[src/rtl/fetch_pipeline.sv]
// Instruction fetch front end: fetches opcodes and one-word immediates into a STAGES-deep control pipeline.
// An opcode accepted at edge k sits in stage i after edge k+i. STALL freezes PC, state and pipeline and deasserts MEM_RD.
module fetch_pipeline #(
  parameter int                    ADDR_WIDTH   = 16,
  parameter int                    DATA_WIDTH   = 8,
  parameter int                    STAGES       = 2,
  parameter logic [ADDR_WIDTH-1:0] RESET_VECTOR = '0,
  parameter logic [DATA_WIDTH-1:0] HALT_OPCODE  = 8'h01,
  parameter int                    IMM_BIT      = 7
) (
  input  logic                         CLK,
  input  logic                         RST,
  output logic [ADDR_WIDTH-1:0]        MEM_ADDR,
  output logic                         MEM_RD,
  input  logic [DATA_WIDTH-1:0]        MEM_DATA,
  input  logic                         MEM_READY,
  input  logic                         STALL,
  input  logic                         FLUSH,
  input  logic                         JUMP,
  input  logic [ADDR_WIDTH-1:0]        JUMP_ADDR,
  output logic [ADDR_WIDTH-1:0]        PC,
  output logic [STAGES*DATA_WIDTH-1:0] STAGE_OPCODE,
  output logic [STAGES-1:0]            STAGE_VALID,
  output logic [DATA_WIDTH-1:0]        CONST_OUT,
  output logic                         CONST_LOAD,
  output logic                         HALT
);

  typedef enum logic [1:0] {S_FETCH_OP, S_FETCH_IMM, S_DRAIN, S_HALTED} state_t;

  state_t                              state_q;
  logic [ADDR_WIDTH-1:0]               pc_q;
  logic [DATA_WIDTH-1:0]               pend_q;
  logic [STAGES-1:0][DATA_WIDTH-1:0]   stage_op_q;
  logic [STAGES-1:0]                   stage_vld_q;
  logic [DATA_WIDTH-1:0]               const_q;
  logic                                const_load_q;
  logic                                halt_q;

  logic                                accept;
  logic                                kill;
  logic                                disp_vld;
  logic                                disp_halt;
  logic [DATA_WIDTH-1:0]               disp_op;
  logic [STAGES-1:0][DATA_WIDTH-1:0]   stage_op_d;
  logic [STAGES-1:0]                   stage_vld_d;

  assign MEM_RD   = ((state_q == S_FETCH_OP) || (state_q == S_FETCH_IMM)) && !STALL;
  assign accept   = MEM_RD && MEM_READY;
  assign kill     = (state_q != S_HALTED) && (FLUSH || JUMP);

  always_comb begin
    disp_vld = 1'b0;
    disp_op  = '0;
    if (accept) begin
      if (state_q == S_FETCH_OP && !MEM_DATA[IMM_BIT]) begin
        disp_vld = 1'b1;
        disp_op  = MEM_DATA;
      end else if (state_q == S_FETCH_IMM) begin
        disp_vld = 1'b1;
        disp_op  = pend_q;
      end
    end
    disp_halt = disp_vld && (disp_op == HALT_OPCODE);
  end

  // Shifted pipeline image; a jump or flush edge discards any dispatch by injecting a bubble.
  always_comb begin
    stage_op_d  = '0;
    stage_vld_d = '0;
    for (int i = 1; i < STAGES; i++) begin
      stage_op_d[i]  = stage_op_q[i-1];
      stage_vld_d[i] = stage_vld_q[i-1];
    end
    stage_op_d[0]  = kill ? '0 : disp_op;
    stage_vld_d[0] = !kill && disp_vld;
  end

  always_ff @(posedge CLK) begin
    if (RST) begin
      state_q      <= S_FETCH_OP;
      pc_q         <= RESET_VECTOR;
      pend_q       <= '0;
      stage_op_q   <= '0;
      stage_vld_q  <= '0;
      const_q      <= '0;
      const_load_q <= 1'b0;
      halt_q       <= 1'b0;
    end else begin
      const_load_q <= 1'b0;

      if (kill && FLUSH) begin
        stage_op_q  <= '0;
        stage_vld_q <= '0;
      end else if (!STALL) begin
        stage_op_q  <= stage_op_d;
        stage_vld_q <= stage_vld_d;
      end

      if (kill) begin
        pend_q  <= '0;
        state_q <= S_FETCH_OP;
        if (JUMP) pc_q <= JUMP_ADDR;
      end else if (!STALL) begin
        if (accept) begin
          pc_q <= pc_q + ADDR_WIDTH'(1);
          if (state_q == S_FETCH_OP && MEM_DATA[IMM_BIT]) begin
            pend_q  <= MEM_DATA;
            state_q <= S_FETCH_IMM;
          end else if (state_q == S_FETCH_IMM) begin
            const_q      <= MEM_DATA;
            const_load_q <= 1'b1;
            pend_q       <= '0;
            state_q      <= S_FETCH_OP;
          end
        end
        if (disp_halt) state_q <= S_DRAIN;
        // Halt only once the draining halt opcode reaches the last stage (same edge it is dispatched when STAGES==1).
        if (stage_vld_d[STAGES-1] && stage_op_d[STAGES-1] == HALT_OPCODE &&
            (state_q == S_DRAIN || disp_halt)) begin
          state_q <= S_HALTED;
          halt_q  <= 1'b1;
        end
      end
    end
  end

  assign MEM_ADDR     = pc_q;
  assign PC           = pc_q;
  assign STAGE_OPCODE = stage_op_q;
  assign STAGE_VALID  = stage_vld_q;
  assign CONST_OUT    = const_q;
  assign CONST_LOAD   = const_load_q;
  assign HALT         = halt_q;

endmodule
[config.mk]
export PLATFORM = sky130hd
export DESIGN_NAME = fetch_pipeline
export DESIGN_NICKNAME = d
export VERILOG_FILES = /design/src/rtl/fetch_pipeline.sv
export SDC_FILE = /design/constraint.sdc
export NUM_CORES = 1
export LEC_CHECK = 0
export BUFFER_PORTS_ARGS = -buffer_cell sky130_fd_sc_hd__buf_2
export CORE_MARGIN = 1.5
export CORE_UTILIZATION = 55
export DETAILED_ROUTE_END_ITERATION = 8
export PLACE_DENSITY = 0.83
export SLEW_MARGIN = 5
export SYNTH_ARGS = -nofsm -noshare
export SYNTH_HDL_FRONTEND = slang
export SYNTH_SLANG_ARGS = --single-unit
export TNS_END_PERCENT = 10
[constraint.sdc]
create_clock -name CLK -period 4.2 [get_ports CLK]
set_clock_uncertainty 0.05 [all_clocks]
set_input_delay 0.21 -clock CLK [delete_from_list [all_inputs] [get_ports CLK]]
set_output_delay 0.21 -clock CLK [all_outputs]
set_load 0.01 [all_outputs]
Yosys cells after proc, flatten, opt, wreduce, memory -nomap -nowiden
Cells that the tools add are included.

Logic and storage cells: 68. Input port bits: 30. Bits in registers: 54.

Add/sub/neg operators: 1. Reductions and logical operators: 29. Eq/ne operators: 7. Bitwise logic cells: 4. Muxes and demuxes: 18.

Operators by type and width (count): 16-bit 2-to-1 mux (4); 8-bit 2-to-1 mux (6); 16-bit by 1-bit adder with 16-bit output, second input constant (1); 8-bit by 1-bit equality test with 1-bit output, second input constant (2); 3-bit AND reduction (4); 1-bit logical AND (10); 2-bit 2-to-1 mux (5); 5-bit AND reduction (1); 5-bit OR reduction (1); 2-bit inequality test, second input constant (2); 1-bit inverter (4); 2-bit nonzero test (2); 4-bit nonzero test (1); 2-bit OR reduction (2); 1-bit zero test (3); 1-bit logical OR (3); 1-bit 2-to-1 mux (3); 3-bit nonzero test (1); 2-bit by 1-bit equality test with 1-bit output, second input constant (1); 2-bit equality test, second input constant (1); 2-bit zero test (1); 2-bit by 1-bit inequality test with 1-bit output, second input constant (1).

Depth between registers and ports, before layout
Depth after elaboration: 11. Mapped depth: 7. Depth with buffers taken out: 6.

Least setup slack after synthesis
Ideal clock, no wire load.

Kind: register to register. From: register pc_q[6] (netlist: MEM_ADDR[6]). To: register pc_q[15] (netlist: MEM_ADDR[15]). Setup time: 0.086 ns. Path slack: 2.516 ns. Cell stages (with the launch flop): 7. Required time: 4.064 ns. Clock period less this slack: 1.684 ns. Arrival: 1.547 ns. Path through: dfxtp_1 > buf_2 > nand4_2 > nor3_1 > a21oi_1 > or3_1 > a221oi_2.

Cells in the longest elaborated chain, start to end: 4.

RTL lines: from (decl) (line 32) `logic [ADDR_WIDTH-1:0] pc_q;`; from (signal assigned) (line 106) `pc_q <= pc_q + ADDR_WIDTH'(1);`; 16-bit by 1-bit adder with 16-bit output (line 106); 16-bit 2-to-1 mux (line 105) `if (accept) begin`; 16-bit 2-to-1 mux (line 104) `end else if (!STALL) begin`; 16-bit 2-to-1 mux (line 100) `if (kill) begin`.

Every way passes these cells. The select of a mux whose other input is x is not followed. A chain may end at the register's enable or synchronous reset.

Worst setup path in the final report
From: register state_q[0]. To: register pc_q[3] (netlist: MEM_ADDR[3]).

Cells in the longest elaborated chain, start to end: 6. Elaborated cells between the ends (all ways): 12. Those cells by class: eq/ne (4); mux (1); reduce/logical (7).

RTL lines: from (decl) (line 31) `state_t state_q;`; from (signal assigned) (line 81) `state_q <= S_FETCH_OP;`; from (signal assigned) (line 102) `state_q <= S_FETCH_OP;`; from (signal assigned) (line 109) `state_q <= S_FETCH_IMM;`; 2-bit by 1-bit equality test with 1-bit output / 2-bit zero test (equally long branches) (line 48) `assign MEM_RD = ((state_q == S_FETCH_OP) || (state_q == S_FETCH_IMM)) && !STALL;`; 1-bit logical OR (line 48); 1-bit logical AND (line 48); 1-bit logical AND (line 49) `assign accept = MEM_RD && MEM_READY;`; 2-bit nonzero test (no source line); 3-bit AND reduction (no source line).

Parallel ways exist; a longest one is shown, timed or not.

==> key figures <==
Run status
  • Status: finished, final reports clean

Worst setup path
  • Internal reg-to-reg setup slack: 1810 ps
  • Worst Setup Start Kind: flip-flop
  • FF-to-FF Start: state_q[0]
  • CP Capture Type: flip-flop
  • Critical path class: flip-flop to flip-flop
  • Worst R2R Path Depth: 4
  • Critical path required time: 4330 ps
  • Critical Path Start: state_q[0]
  • Reg2reg end: MEM_ADDR[3]
  • Worst-path fanout max: 24
  • Worst Path Arrival: 2520 ps

CTS
  • Hold-fix buffers, CTS: 0
  • Num Clock Sinks: 54
  • Post-CTS setup buffer count: 0
  • Root Buffer: clkbuf_8
  • CTS Buf Count: 5
  • CTS tree: done
  • Maximum buffer depth of the clock tree: 2
  • Reg clk slew, reported paths: 100 ps
  • # H-tree levels: 2
  • Worst-Skew Late Latency: 310 ps
  • Resize count post-CTS: 0

Hold path
  • Hold crit path type: input pin to flip-flop
  • Worst hold stages: 3
  • Hold EP: CONST_OUT[3]
  • HP Start: MEM_DATA[3]

GRT
  • GR Layer Usage met1: 0.351
  • Gr busiest metal: met1
  • Vias in the first global route: 2,200
  • Total Routing Usage GR: 0.239
  • GR Util met3: 0.0569
  • GR Layer Usage met2: 0.350
  • Largest net degree at the start of global routing: 29
  • First-pass GRT wire length: 10,300 microns
  • Number of antenna violations at the first check in global routing: 0
  • GR Overflow Total: 0

Floorplanning
  • Core area: 4820 sq um
  • Core Rows: 25
  • Chip Width: 74.2 microns
  • Starting Density: 0.579
  • Die Ht: 74.2 microns
  • Die area: 5510 sq um
  • Io pins: 91

Layout
  • Antenna cells: 0
  • Fin area: 3140 sq um
  • Multi-input gate area: 1410 sq um
  • Reg area: 1080 sq um
  • Final net count: 417
  • Area grow syn2layout: 12.6%
  • # fillers: 440
  • Share of cells above drive strength 1: 0.295

Drt
  • DRC: 0
  • Number of routed nets with antenna violations: 0
  • WL final: 6440 microns
  • Drt pass-1 iters: 5
  • DR vias: 2,570
  • Drt first-iter violations: 266
  • Vias per cell: 5.66
  • Post-DR wirelength/cell: 14.2 microns

STA
  • Fmax: 0.419 GHz
  • Slew Limit Headroom: 0.357
  • Slew @ Worst Pin: 960 ps
  • Tmin final: 2390 ps
  • Final hold vios: 0
  • Final setup margin: 1810 ps
  • Slew Limit Fails: 0
  • Final TNS setup: 0 ps
  • RSZ-0062 raised after global routing: false
  • Crit share post-route: 0.568
  • Setup violations, final: 0

Synth
  • Mean Syn Cell Area: 8.36 sq um
  • Synth warn: 0
  • Syn_nets: 365
  • Synthesized flop and latch total: 54
  • Mapped Cells: 334
  • Area of the mapped netlist: 2790 sq um
  • Ys flop type: dfxtp_1
  • Synth unique cells: 46
  • Post-synth EDFFs: 0
  • Sequential area share after synthesis: 0.387
  • Async S/R FF share, synth: 0

Power
  • Leakage: 1.40 nW
  • Pwr Density: 315 nW/um^2
  • Peak supply drop: 0.151 mV

Placed design
  • Cell Area, Placed: 3040 sq um
  • Number of buffers added on ports: 90
  • Hpwl dp: 4530 microns
  • Worst Setup Slack post-DPL: 1860 ps
  • GPL Wtd Cong: 0.847

Flow run
  • Max_cap viols: 0
## flip-flops by register name, indices dropped and copies added, names as in the netlist
name,flops
CONST_LOAD,1
CONST_OUT,8
HALT,1
pend_q,8
MEM_ADDR,16
STAGE_OPCODE,16
state_q,2
STAGE_VALID,2
## layer usage
metal	up-vias	wire, microns
li1	1277	-
met1	1169	3010
met2	118	2870
met3	6	476
met4	0	78
met5	-	0
## worst max path at each step
stage                     cells past startpoint  slack, ps      endpoint
final                                         4       1810   MEM_ADDR[3]
after global routing                          5       1550   MEM_ADDR[3]
after CTS                                     4       1840   MEM_ADDR[3]
after detailed placement                      4       1860   MEM_ADDR[3]
after global placement                        4       1950   MEM_ADDR[3]
after floorplan                               6       2520  MEM_ADDR[15]
## cells by family after synthesis
logic type | share of synthesized area
buf+inv | 0.109
compound gates | 0.208
mux | 0.0610
fa+ha+maj | 0.00448
flops | 0.387
simple gates | 0.229
## through the flow
stage,power (mW),hold WS (ps),instances,utilization
floorplan,0.653,304,334,-
global placement,0.688,400,446,0.632
detailed placement,0.691,404,446,0.632
CTS,0.994,104,454,0.652
global route,1.03,90.6,454,0.652
finish,0.990,109,454,0.652
## critical path, stage by stage (launching register included)
cell and delay [ps]:
dfxtp_1 850, a21boi_2 230, a31oi_1 770, o22ai_1 190
nor2b_1 170
## area by class of cell
class / count / share of cell area
well taps: 67 / 0.0267
clock buffers: 6 / 0.0263
clock inverters: 2 / 0.00557
flip-flops and latches: 54 / 0.344
inverters: 6 / 0.00717
repair buffers: 90 / 0.143
multi-input cells: 229 / 0.447
## report_power, final
group	switching [mW]	internal (mW)
sequential	0.0206	0.525
clock	0.173	0.136
combinational	0.0795	0.0562
## synth_stat cells, drive strengths merged (3+ instances only)
master,number,area (sq um)
a211oi,6,45.0
a21o,3,22.5
a21oi,23,115
a22oi,17,128
a311oi,3,26.3
a31oi,4,25.0
buf,39,260
clkbuf,6,22.5
dfxtp,54,1080
inv,6,22.5
mux2i,17,170
nand2,30,120
nand2b,5,31.3
nand3,10,50.1
nand4,8,56.3
nor2,48,180
nor3,8,45.0
nor4,3,31.3
o21ai,13,65.1
or3,3,18.8
or3b,4,35.0
## layout by cell type, fill, tap and decap left out, types with 2 or more instances in the layout
cell | netlist | final
buf_2 | 13 | 90
dfxtp_1 | 54 | 54
nor2_1 | 48 | 48
nand2_1 | 29 | 29
a21oi_1 | 23 | 23
a22oi_1 | 17 | 17
mux2i_1 | 17 | 17
o21ai_0 | 12 | 12
nand3_1 | 10 | 10
nor3_1 | 7 | 7
nand4_1 | 7 | 7
inv_1 | 6 | 6
a211oi_1 | 6 | 6
clkbuf_8 | 0 | 6
nand2b_1 | 5 | 5
or3b_2 | 4 | 4
a31oi_1 | 4 | 4
a21o_1 | 3 | 3
or3_1 | 3 | 3
a311oi_1 | 3 | 3
nor3b_4 | 2 | 2
and3_1 | 2 | 2
nor4_2 | 2 | 2
nor2b_1 | 2 | 2
o22ai_1 | 2 | 2
o31ai_1 | 2 | 2
clkinv_4 | 0 | 2
Note: power is estimated with default switching activity, not from simulation.
